## src/rtl/mmio_responder.sv

```systemverilog
// MMIO target for the CPU data bus: console TX FIFO, status, exit/halt and a
// free-running cycle counter in a 16-byte window at BASE_ADDR.
module mmio_responder #(
  parameter logic [31:0] BASE_ADDR  = 32'hFFFF_0000,
  parameter int          FIFO_DEPTH = 8,
  parameter int          CNT_W      = 4
) (
  input  logic        clk,
  input  logic        reset,
  input  logic        req_valid,
  output logic        req_ready,
  input  logic        req_we,
  input  logic [31:0] req_addr,
  input  logic [31:0] req_wdata,
  output logic        resp_valid,
  output logic [31:0] resp_rdata,
  output logic        resp_err,
  output logic        con_valid,
  input  logic        con_ready,
  output logic [7:0]  con_data,
  output logic        halt,
  output logic [31:0] exit_code,
  output logic [31:0] cycle_count
);

  localparam int               PTR_W    = $clog2(FIFO_DEPTH);
  localparam logic [CNT_W-1:0] FULL_CNT = CNT_W'(FIFO_DEPTH);

  localparam logic [1:0] REG_TX     = 2'd0;
  localparam logic [1:0] REG_STATUS = 2'd1;
  localparam logic [1:0] REG_EXIT   = 2'd2;
  localparam logic [1:0] REG_CYCLE  = 2'd3;

  // Handshake: a request transfers on a posedge where req_valid && req_ready;
  // its response (resp_valid, resp_rdata, resp_err) is presented for exactly
  // the following cycle. The console sink pops on con_valid && con_ready.

  logic [7:0]       mem_q [FIFO_DEPTH];
  logic [7:0]       mem_d [FIFO_DEPTH];
  logic [PTR_W-1:0] wr_ptr_q, wr_ptr_d;
  logic [PTR_W-1:0] rd_ptr_q, rd_ptr_d;
  logic [CNT_W-1:0] count_q, count_d;
  logic             overflow_q, overflow_d;
  logic             halt_q, halt_d;
  logic [31:0]      exit_code_q, exit_code_d;
  logic [31:0]      cycle_count_q, cycle_count_d;
  logic             resp_valid_q, resp_valid_d;
  logic             resp_err_q, resp_err_d;
  logic [31:0]      resp_rdata_q, resp_rdata_d;

  logic       accept;
  logic       addr_hit;
  logic [1:0] reg_sel;
  logic       fifo_empty;
  logic       fifo_full;
  logic       pop;
  logic       push_req;
  logic       push_ok;
  logic       hit_store;
  logic       hit_load;

  always_comb begin
    accept     = req_valid && req_ready;
    addr_hit   = (req_addr[31:4] == BASE_ADDR[31:4]) && (req_addr[1:0] == 2'b00);
    reg_sel    = req_addr[3:2];
    hit_store  = accept && addr_hit && req_we;
    hit_load   = accept && addr_hit && !req_we;
    fifo_empty = (count_q == '0);
    fifo_full  = (count_q == FULL_CNT);
    pop        = !fifo_empty && con_ready;
    push_req   = hit_store && (reg_sel == REG_TX);
    // A full FIFO still takes a byte when the head leaves in the same cycle.
    push_ok    = push_req && (!fifo_full || pop);
  end

  // Response path: loads return the pre-edge view of the registers.
  always_comb begin
    resp_valid_d = accept;
    resp_err_d   = accept && !addr_hit;
    resp_rdata_d = 32'd0;
    if (hit_load) begin
      case (reg_sel)
        REG_TX:     resp_rdata_d = 32'(count_q);
        REG_STATUS: resp_rdata_d = {29'd0, overflow_q, fifo_full, fifo_empty};
        REG_EXIT:   resp_rdata_d = exit_code_q;
        REG_CYCLE:  resp_rdata_d = cycle_count_q;
        default:    resp_rdata_d = 32'd0;
      endcase
    end
  end

  always_comb begin
    overflow_d    = overflow_q;
    halt_d        = halt_q;
    exit_code_d   = exit_code_q;
    cycle_count_d = halt_q ? cycle_count_q : cycle_count_q + 32'd1;

    if (push_req && !push_ok) begin
      overflow_d = 1'b1;
    end
    if (hit_store && (reg_sel == REG_STATUS) && req_wdata[2]) begin
      overflow_d = 1'b0;
    end
    if (hit_store && (reg_sel == REG_EXIT)) begin
      halt_d      = 1'b1;
      exit_code_d = req_wdata;
    end
  end

  always_comb begin
    mem_d    = mem_q;
    wr_ptr_d = wr_ptr_q;
    rd_ptr_d = rd_ptr_q;
    count_d  = count_q;

    if (push_ok) begin
      mem_d[wr_ptr_q] = req_wdata[7:0];
      wr_ptr_d        = wr_ptr_q + PTR_W'(1);
    end
    if (pop) begin
      rd_ptr_d = rd_ptr_q + PTR_W'(1);
    end
    case ({push_ok, pop})
      2'b10:   count_d = count_q + CNT_W'(1);
      2'b01:   count_d = count_q - CNT_W'(1);
      default: count_d = count_q;
    endcase
  end

  always_ff @(posedge clk) begin
    if (!reset) begin
      for (int i = 0; i < FIFO_DEPTH; i++) begin
        mem_q[i] <= 8'd0;
      end
      wr_ptr_q      <= '0;
      rd_ptr_q      <= '0;
      count_q       <= '0;
      overflow_q    <= 1'b0;
      halt_q        <= 1'b0;
      exit_code_q   <= 32'd0;
      cycle_count_q <= 32'd0;
      resp_valid_q  <= 1'b0;
      resp_err_q    <= 1'b0;
      resp_rdata_q  <= 32'd0;
    end else begin
      for (int i = 0; i < FIFO_DEPTH; i++) begin
        mem_q[i] <= mem_d[i];
      end
      wr_ptr_q      <= wr_ptr_d;
      rd_ptr_q      <= rd_ptr_d;
      count_q       <= count_d;
      overflow_q    <= overflow_d;
      halt_q        <= halt_d;
      exit_code_q   <= exit_code_d;
      cycle_count_q <= cycle_count_d;
      resp_valid_q  <= resp_valid_d;
      resp_err_q    <= resp_err_d;
      resp_rdata_q  <= resp_rdata_d;
    end
  end

  assign req_ready   = !halt_q;
  assign resp_valid  = resp_valid_q;
  assign resp_err    = resp_err_q;
  assign resp_rdata  = resp_rdata_q;
  assign con_valid   = !fifo_empty;
  assign con_data    = mem_q[rd_ptr_q];
  assign halt        = halt_q;
  assign exit_code   = exit_code_q;
  assign cycle_count = cycle_count_q;

endmodule

```

## config.mk

```make
export PLATFORM = sky130hd
export DESIGN_NAME = mmio_responder
export DESIGN_NICKNAME = d
export VERILOG_FILES = /design/src/rtl/mmio_responder.sv
export SDC_FILE = /design/constraint.sdc
export NUM_CORES = 1
export LEC_CHECK = 0
export ABC_AREA = 1
export CAP_MARGIN = 20
export CORE_MARGIN = 2
export CORE_UTILIZATION = 51
export DETAILED_ROUTE_END_ITERATION = 16
export PLACE_DENSITY = 0.91
export SKIP_LAST_GASP = 1
export SYNTH_ARGS = -nofsm -noshare
export SYNTH_HDL_FRONTEND = slang
export SYNTH_SLANG_ARGS = --single-unit
```

## constraint.sdc

```tcl
create_clock -name clk -period 3.3 [get_ports clk]
set_clock_uncertainty 0.2 [all_clocks]
set_input_delay 0.33 -clock clk [delete_from_list [all_inputs] [get_ports clk]]
set_output_delay 0.33 -clock clk [all_outputs]
set_load 0.005 [all_outputs]
```

==> results of run 1 <==
## critical path, cell delays in order (launching register included)
cell	delay, ps
dfxtp_1	400
clkinvlp_4	410
a21oi_1	240
o21ai_0	110
a31oi_1	320
clkdlybuf4s50_1	590
## sequential cells by signal, indices dropped and copies added, names as in the netlist
register and cells:
mem_q 64, rd_ptr_q 3, exit_code 32, halt 1, cycle_count 32, resp_valid 1
resp_err 1, wr_ptr_q 3, overflow_q 1, count_q 4, resp_rdata 32
## cell families (layout without fill, tap and decap cells)
logic type,count (synthesis),count (layout),synth area share
DFF,174,174,0.442
xor gates and xnor gates,5,5,0.00556
AOI/OAI and AO/OA,193,193,0.131
adders and majority gates,6,6,0.00954
buffers and inverters,190,353,0.0992
and+or+nand+nor,605,605,0.312
## layer usage
layer | GRT usage | vias up
li1 | - | 3975
met1 | 0.328 | 3711
met2 | 0.494 | 388
met3 | 0.0843 | 91
met4 | 0.156 | 0
met5 | 0 | -
## how the worst max path moves through the flow
stage	endpoint	depth (start not counted)	start	slack (ps)
3_3_place_gp	count_q[2]$_SDFFE_PN0P_	15	req_addr[17]	310
2_1_floorplan	count_q[2]$_SDFFE_PN0P_	15	req_addr[0]	870
3_5_place_dp	count_q[2]$_SDFFE_PN0P_	15	req_addr[17]	180
6_report	con_data[2]	5	rd_ptr_q[0]$_SDFFE_PN0P_	270
5_1_grt	con_data[7]	5	rd_ptr_q[0]$_SDFFE_PN0P_	220
4_1_cts	con_data[6]	5	rd_ptr_q[0]$_SDFFE_PN0P_	90
## power breakdown
group	internal, W	switching (W)	total [W]
clock	0.00121	0.000829	0.00204
combinational	0.000360	0.000511	0.000870
sequential	0.00213	0.0000471	0.00218
total	0.00370	0.00139	0.00509
## layout by cell type (no fill, tap or decap), types with 3 or more instances in the layout
cell and count:
nand3_2 9, a221oi_1 11, nor3_1 21, inv_1 129, inv_2 3, clkbuf_16 17
clkbuf_1 3, ha_1 6, o21a_1 3, nand2_1 282, clkdlybuf4s50_1 176, nor2_2 8
dfxtp_1 174, o21ai_0 82, xor2_1 4, nand4_1 10, bufinv_16 3, clkinvlp_4 4
nor2_1 248, nand3_1 20, a31oi_1 9, a21oi_1 86, buf_4 11
## final cells by class
cell class,instances,share of cell area
Clock inverter,10,0.0136
Sequential cell,174,0.339
Tap cell,188,0.0229
Clock buffer,21,0.0438
Inverter,134,0.0493
Multi-Input combinational cell,809,0.351
Timing Repair Buffer,188,0.181
## stage by stage
stage               cell area [um^2]   util  worst slack, ps
floorplan                       7870      -              872
CTS                            10300  0.678             88.3
global placement                9680  0.639              314
finish                         10300  0.679              266
detailed placement              9680  0.639              185
global route                   10300  0.679              217
## timing repair
action / CTS / global route
endpoints found under the hold margin: 0 / 0
endpoints found under the setup margin: 0 / 5
buffers inserted: 0 / 0
gates resized for setup: 0 / 1
==> summary.txt, run 1 <==
Layout
  – Register area: 3480 um^2
  – Fillers: 1,151
  – Non-Filler Instances: 1,524
  – Layout cells sized above 1: 0.0494
  – Final nets: 1,399
  – Diode count: 0
  – Area of the multi-input gates: 3610 um^2
  – Area Growth Syn to Fin: 30.7%

Floorplanning
  – Starting Density: 0.520
  – Die W: 128 um
  – Die Ht: 128 um
  – Die area: 16,400 um^2
  – Core area: 15,100 um^2
  – Placement row count: 45
  – IO Count: 178

Route
  – DRC Markers: 0
  – Max Used Layer: met4
  – DR iter-0 viols: 814
  – M1 wire length: 9.07 mm
  – Via density: 5.36
  – Via Count: 8,165
  – DR pass1 iterations: 5
  – Met3 routed WL: 1.96 mm
  – Post-Route WL: 23.3 mm
  – ANT nets after route: 0
  – WL/cell: 15.3 um
  – Met2 Wirelength: 11.3 mm

Logic synthesis
  – Netlist cell types: 29
  – Synthesized flop and latch total: 174
  – Seq/Total Area, Yosys: 0.442
  – Most used DFF post-synth: dfxtp_1
  – Synth top area share: 0.442
  – Synth area leaders: dfxtp_1 (44%), nand2_1 (13%), nor2_1 (12%), inv_1 (6.2%), a21oi_1 (5.5%)
  – Mapped Cells: 1,173
  – Synth Area per Inst: 6.71 um^2
  – Count leader, synth: nand2_1
  – Post-synthesis cell area: 7870 um^2
  – Dominant cell type by area after synthesis: dfxtp_1
  – Syn Nets: 1,248
  – Synth warn: 0
  – Synth top cells by count: nand2_1 (282), nor2_1 (249), dfxtp_1 (174)
  – Synth async-reset ratio: 0
  – EDFF count, synth: 0

Run status
  – Status: finished, final reports clean

Critical path
  – RR Startpoint: halt$_SDFFE_PN0P_
  – Worst EP required: 2770 ps
  – Crit path DAT: 2500 ps
  – Critical path launch point type: flip-flop
  – Setup CP Type: flip-flop to output pin
  – Reg2Reg Depth: 13
  – Worst r2r dst: count_q[2]$_SDFFE_PN0P_
  – Crit path max fanout: 26
  – Register-to-register setup slack: 720 ps
  – CP Capture Type: output pin

Clocking
  – Clk root buf: clkbuf_16
  – H-Tree Depth: 4
  – Clk slew on worst S/H paths: 70 ps
  – Clk buf depth: 2
  – Clock tree sinks: 174
  – CTS Buf Count: 17
  – Cts hold-fix bufs: 0
  – Skew-Pair Late Insertion Delay: 430 ps
  – CTS tree: built

Global routing
  – GRT Resource Usage Total: 0.290
  – Vias in the first global route: 8,001
  – Largest net degree at the start of global routing: 46
  – Initial antenna violation count: 0
  – First-pass GRT wire length: 38.1 mm
  – Total grt overflow: 0

Placement
  – Port Buf Inserts: 177
  – Placed Cells: 1,492
  – Placer Congestion: 0.908
  – DP HPWL: 15.5 mm

Timing
  – Setup Viol. Count Final: 0
  – Worst-Margin Slew: 658 ps
  – WHS: 164 ps
  – Max Freq: 330 MHz
  – RSZ-0062 raised after global routing: no
  – Min Tclk post-route: 3030 ps
  – Hold Fails Final Rpt: 0
  – Setup_tns: 0 ps
  – Pins Over Slew Limit: 0
  – Tcrit/Tclk final: 0.919
  – Max_slew headroom: 0.561

Worst hold path
  – Hold path cells: 3
  – Hold worst-path end: cycle_count[13]$_SDFFE_PN0N_
  – Hold WC Path Type: primary input to flip-flop
  – Min-delay src: reset

Power and ir drop
  – Power, Total: 0.00509 W
  – Leak Pwr: 4.30 nW
  – P per Cell Area: 495 nW/um^2
  – Max VDD drop: 398 uV

Job
  – Max-cap violations: 0
Power figures use the tool's default switching activity.
==> run 2: changes to the inputs <==
- CELL_PAD_IN_SITES_DETAIL_PLACEMENT: default -> 1
- CELL_PAD_IN_SITES_GLOBAL_PLACEMENT: default -> 2
- CORE_UTILIZATION: 51 -> 27
- PLACE_DENSITY: 0.91 -> 0.9
==> run 2 against run 1 <==
Global-route usage shrank 11 points; final cell count up 13%; worst setup slack better by 3.5 ps; flip-flop and latch count is the same; clock power increased by 3%; non-clock buffer count is 2 higher; sequential share of layout area is 0.91 points lower; total power grew 1.5%; die area up 86%; hold slack lost 53 ps; critical path type unchanged; critical endpoint is now con_data[6].
==> summary.txt, run 2 (synthesis gave the netlist of run 1 again) <==
Run status
  – Status: finished, final reports clean (unchanged)

Critical path
  – Reg2Reg Depth: 13 (unchanged)
  – Crit path max fanout: 19 (was 26)
  – Critical path launch point type: flip-flop (unchanged)
  – Setup CP Type: flip-flop to output pin (unchanged)
  – Crit path DAT: 2500 ps (about the same)
  – CP Capture Type: output pin (unchanged)
  – RR Startpoint: halt$_SDFFE_PN0P_ (unchanged)
  – Worst EP required: 2770 ps (about the same)
  – Crit path launch: rd_ptr_q[0]$_SDFFE_PN0P_ (unchanged)

Timing
  – Max_slew headroom: 0.538 (was 0.561)
  – Setup Viol. Count Final: 0 (unchanged)
  – Worst-Margin Slew: 692 ps (was 658 ps)
  – Hold Fails Final Rpt: 0 (unchanged)
  – Setup_tns: 0 ps (unchanged)
  – Max Freq: 330 MHz (about the same)
  – RSZ-0062 raised after global routing: no (unchanged)
  – Min Tclk post-route: 3030 ps (about the same)
  – Pins Over Slew Limit: 0 (unchanged)
  – Tcrit/Tclk final: 0.918 (was 0.919)

Layout
  – Diode count: 0 (unchanged)
  – Non-Filler Instances: 1,723 (was 1,524)
  – Area Growth Syn to Fin: 34.3% (was 30.7%)
  – Fillers: 3,641 (was 1,151)
  – Layout cells sized above 1: 0.0538 (was 0.0494)
  – Commonest cells after routing, fill and taps aside: nand2_1 (282), nor2_1 (248), clkdlybuf4s50_1 (176) (unchanged)
  – Commonest non-fill, non-tap cell in the layout: nand2_1 (unchanged)
  – Largest register by flop count: mem_q (unchanged)
  – Largest register FFs: 64 (unchanged)
  – Final nets: 1,401 (was 1,399)

Power and ir drop
  – Clock Power Share: 0.408 (was 0.400)
  – Leak Pwr: 4.33 nW (was 4.30 nW)
  – Combinational Power Share: 0.170 (was 0.171)
  – Max VDD drop: 350 uV (was 398 uV)
  – Switching portion of total power: 0.304 (was 0.273)
  – Pint: 0.00360 W (was 0.00370 W)
  – P per Cell Area: 488 nW/um^2 (was 495 nW/um^2)
  – Reg power frac: 0.422 (was 0.429)
  – Sw Pwr: 0.00157 W (was 0.00139 W)

Floorplanning
  – Core area: 28,700 um^2 (was 15,100 um^2)
  – IO Count: 178 (unchanged)
  – Starting Density: 0.274 (was 0.520)
  – Placement row count: 62 (was 45)
  – Die W: 175 um (was 128 um)
  – Die area: 30,500 um^2 (was 16,400 um^2)
  – Die Ht: 175 um (was 128 um)

Clocking
  – H-Tree Depth: 4 (unchanged)
  – Clk slew on worst S/H paths: 70 ps (about the same)
  – Clock tree sinks: 174 (unchanged)
  – Clk root buf: clkbuf_16 (unchanged)
  – Cts hold-fix bufs: 0 (unchanged)
  – CTS tree: built (unchanged)
  – CTS Buf Count: 17 (unchanged)
  – Post-cts resize count: 0 (unchanged)
  – Skew-Pair Late Insertion Delay: 440 ps (was 430 ps)
  – Clk buf depth: 2 (unchanged)
  – Postcts setup bufs: 0 (unchanged)

Route
  – Via density: 4.63 (was 5.36)
  – ANT nets after route: 0 (unchanged)
  – DRC Markers: 0 (unchanged)
  – Post-Route WL: 26.7 mm (was 23.3 mm)
  – WL/cell: 15.5 um (was 15.3 um)
  – DR iter-0 viols: 317 (was 814)
  – DR pass1 iterations: 4 (was 5)
  – Via Count: 7,984 (was 8,165)

Job
  – Max-cap violations: 0 (unchanged)

Placement
  – Placer Congestion: 0.766 (was 0.908)
  – Placed Cells: 1,691 (was 1,492)
  – Port Buf Inserts: 177 (unchanged)
  – DP HPWL: 19.2 mm (was 15.5 mm)

Worst hold path
  – Hold WC Path Type: primary input to flip-flop (unchanged)
  – Hold path cells: 3 (unchanged)
  – Min-delay src: reset (unchanged)

Global routing
  – Vias in the first global route: 8,307 (was 8,001)
  – Largest net degree at the start of global routing: 54 (was 46)
  – Initial antenna violation count: 0 (unchanged)
  – Total grt overflow: 0 (unchanged)
  – GRT Resource Usage Total: 0.179 (was 0.290)
  – First-pass GRT wire length: 43.6 mm (was 38.1 mm)
run 2: path summary, 6_finish.rpt:
check,endpoint,slack (ps)
min,cycle_count[2]$_SDFFE_PN0N_,110
min reg2reg,resp_rdata[23]$_SDFF_PN0_,280
max reg2reg,count_q[2]$_SDFFE_PN0P_,550
max,con_data[6],270
run 2: metal layers:
metal,wire length [um],GRT usage
met1,11400,0.203
met2,13200,0.321
met3,1690,0.0590
met4,405,0.0462
met5,0,0
run 2: power groups by stage:
stage	combinational [W]	clock, W	sequential, W
finish	0.000878	0.00211	0.00218
global route	0.000975	0.00226	0.00218
CTS	0.000896	0.00217	0.00218
detailed placement	0.000889	0	0.00222
global placement	0.000871	0	0.00222
floorplan	0.000471	0	0.00221
run 2: worst max-delay path, stage by stage, from the launching register on:
cell             delay, ps
dfxtp_1                380
clkinvlp_4             350
buf_4                  300
a21oi_1                180
a221oi_1               130
a31oi_1                200
clkdlybuf4s50_1        530
run 2: final cells by class:
class | count | area [um^2] | area share
multi-input combinational | 809 | 3610 | 0.342
sequential | 174 | 3480 | 0.330
timing repair buffer | 190 | 1870 | 0.177
inverter | 134 | 507 | 0.0479
tap | 384 | 480 | 0.0455
clock buffer | 17 | 425 | 0.0402
clock inverter | 15 | 196 | 0.0186
run 2: stage by stage:
stage / power (W) / hold WS (ps) / area, um^2 / utilization / setup WS, ps
2_1_floorplan: 0.00268 / 257 / 7870 / - / 872
3_3_place_gp: 0.00309 / 262 / 9940 / 0.346 / 392
3_5_place_dp: 0.00311 / 268 / 9940 / 0.346 / 230
4_1_cts: 0.00524 / 91.5 / 10600 / 0.368 / 1.21
5_1_grt: 0.00541 / 113 / 10600 / 0.368 / 57.8
6_report: 0.00516 / 111 / 10600 / 0.368 / 270
==> run 3: changes to the inputs <==
- SETUP_SLACK_MARGIN: default -> 0.05
==> run 3 against run 2 <==
Flip-flop and latch count unchanged; core utilization about the same; first-iteration DRC count rose by 1.3%; sequential share of layout area hardly changed; clock power barely moved; hold slack about the same; critical path depth decreased by 1; die area unchanged; clock-buffer cell count stayed put.
==> summary.txt, run 3 (synthesis gave the netlist of run 1 again) <==
Run status
  – Status: finished, final reports clean (unchanged)

Global routing
  – Vias in the first global route: 8,297 (was 8,307)
  – GRT Resource Usage Total: 0.178 (was 0.179)
  – Total grt overflow: 0 (unchanged)
  – Largest net degree at the start of global routing: 54 (unchanged)
  – Initial antenna violation count: 0 (unchanged)
  – First-pass GRT wire length: 43.5 mm (was 43.6 mm)

Clocking
  – Clk slew on worst S/H paths: 70 ps (about the same)
  – CTS tree: built (unchanged)
  – Postcts setup bufs: 0 (unchanged)
  – CTS Buf Count: 17 (unchanged)
  – Post-cts resize count: 1 (was 0)
  – Clk buf depth: 2 (unchanged)
  – Clk root buf: clkbuf_16 (unchanged)
  – Cts hold-fix bufs: 0 (unchanged)
  – H-Tree Depth: 4 (unchanged)
  – Skew-Pair Late Insertion Delay: 440 ps (about the same)
  – Clock tree sinks: 174 (unchanged)

Placement
  – Placer Congestion: 0.766 (unchanged)
  – Port Buf Inserts: 177 (unchanged)
  – DP HPWL: 19.2 mm (unchanged)
  – Placed Cells: 1,691 (unchanged)

Power and ir drop
  – Max VDD drop: 350 uV (about the same)
  – Power, Total: 0.00516 W (about the same)
  – Leak Pwr: 4.33 nW (about the same)
  – P per Cell Area: 489 nW/um^2 (was 488 nW/um^2)

Route
  – Via Count: 7,950 (was 7,984)
  – DR pass1 iterations: 5 (was 4)
  – Post-Route WL: 26.7 mm (about the same)
  – DR iter-0 viols: 321 (was 317)
  – Via density: 4.61 (was 4.63)
  – DRC Markers: 0 (unchanged)
  – ANT nets after route: 0 (unchanged)
  – WL/cell: 15.5 um (about the same)

Layout
  – Commonest non-fill, non-tap cell in the layout: nand2_1 (unchanged)
  – Area Growth Syn to Fin: 34.2% (was 34.3%)
  – Non-Filler Instances: 1,723 (unchanged)
  – Layout cells sized above 1: 0.0538 (unchanged)
  – Util after Layout: 0.368 (about the same)
  – Final nets: 1,401 (unchanged)
  – Largest register by flop count: mem_q (unchanged)
  – Commonest cells after routing, fill and taps aside: nand2_1 (282), nor2_1 (248), clkdlybuf4s50_1 (176) (unchanged)
  – Diode count: 0 (unchanged)
  – Largest register FFs: 64 (unchanged)
  – Fillers: 3,644 (was 3,641)

Timing
  – Pins Over Slew Limit: 0 (unchanged)
  – Setup Viol. Count Final: 0 (unchanged)
  – Hold Fails Final Rpt: 0 (unchanged)
  – Max Freq: 336 MHz (was 330 MHz)
  – Min Tclk post-route: 2970 ps (was 3030 ps)
  – Setup_tns: 0 ps (unchanged)
  – Max_slew headroom: 0.538 (unchanged)
  – Tcrit/Tclk final: 0.901 (was 0.918)
  – RSZ-0062 raised after global routing: no (unchanged)
  – Worst-Margin Slew: 692 ps (unchanged)

Critical path
  – Worst r2r dst: count_q[2]$_SDFFE_PN0P_ (unchanged)
  – RR Startpoint: halt$_SDFFE_PN0P_ (unchanged)
  – Reg2Reg Depth: 13 (unchanged)
  – Critical path launch point type: flip-flop (unchanged)
  – CP Capture Type: output pin (unchanged)
  – Register-to-register setup slack: 550 ps (about the same)
  – Crit path max fanout: 41 (was 19)
  – Worst EP required: 2770 ps (about the same)
  – Setup CP Type: flip-flop to output pin (unchanged)
  – Crit path DAT: 2440 ps (was 2500 ps)

Floorplanning
  – Core area: 28,700 um^2 (unchanged)
  – Die W: 175 um (unchanged)
  – Die area: 30,500 um^2 (unchanged)
  – Starting Density: 0.274 (unchanged)
  – Die Ht: 175 um (unchanged)
  – Placement row count: 62 (unchanged)
  – IO Count: 178 (unchanged)

Worst hold path
  – Hold path cells: 3 (unchanged)
  – Hold worst-path end: cycle_count[2]$_SDFFE_PN0N_ (unchanged)
  – Min-delay src: reset (unchanged)
  – Hold WC Path Type: primary input to flip-flop (unchanged)

Job
  – Max-cap violations: 0 (unchanged)
==> run 3: cell types whose count changed in the layout (fill, tap and decap cells not counted), sizes merged <==
cell / change
clkinv: +1
clkinvlp: -1
==> run 3: metrics by stage <==
stage	cell area [um^2]	hold WS (ps)	worst slack, ps
after floorplan	7870	257	872
after global placement	9940	262	392
after detailed placement	9940	268	230
after CTS	10600	91.5	246
after global routing	10600	113	92.0
final	10600	112	327
==> run 3: worst max-delay path, cell delays in order, from the launching register on <==
cell             delay (ps)
dfxtp_1                 350
buf_4                   390
o21ai_0                 190
a221oi_1                420
a31oi_1                 160
clkdlybuf4s50_1         490
==> run 3: routing by layer <==
metal	share of wire	GRT usage
met2	0.49	0.320
met5	0	0
met3	0.063	0.0596
met4	0.015	0.0462
met1	0.43	0.202
==> run 3: layout make-up <==
class	count	area, um^2	area share
multi-input combinational	809	3610	0.342
tap	384	480	0.0455
clock inverter	15	196	0.0186
inverter	134	504	0.0477
sequential	174	3480	0.330
timing repair buffer	190	1870	0.177
clock buffer	17	425	0.0403
==> run 3: worst max-delay path by stage <==
stage	start	end	slack, ps	depth (start not counted)
6_report	rd_ptr_q[0]$_SDFFE_PN0P_	con_data[0]	330	5
5_1_grt	rd_ptr_q[0]$_SDFFE_PN0P_	con_data[2]	90	6
4_1_cts	rd_ptr_q[0]$_SDFFE_PN0P_	con_data[2]	250	5
3_5_place_dp	req_addr[25]	count_q[2]$_SDFFE_PN0P_	230	15
3_3_place_gp	req_addr[25]	count_q[2]$_SDFFE_PN0P_	390	15
2_1_floorplan	req_addr[0]	count_q[2]$_SDFFE_PN0P_	870	15
==> run 3: report_power, final <==
group / total (W) / switching [W] / leakage (nW) / internal (W)
registers: 0.00218 / 0.0000434 / 1.40 / 0.00213
logic: 0.000877 / 0.000513 / 2.63 / 0.000364
clock network: 0.00211 / 0.00101 / 0.299 / 0.00110
total: 0.00516 / 0.00157 / 4.33 / 0.00360
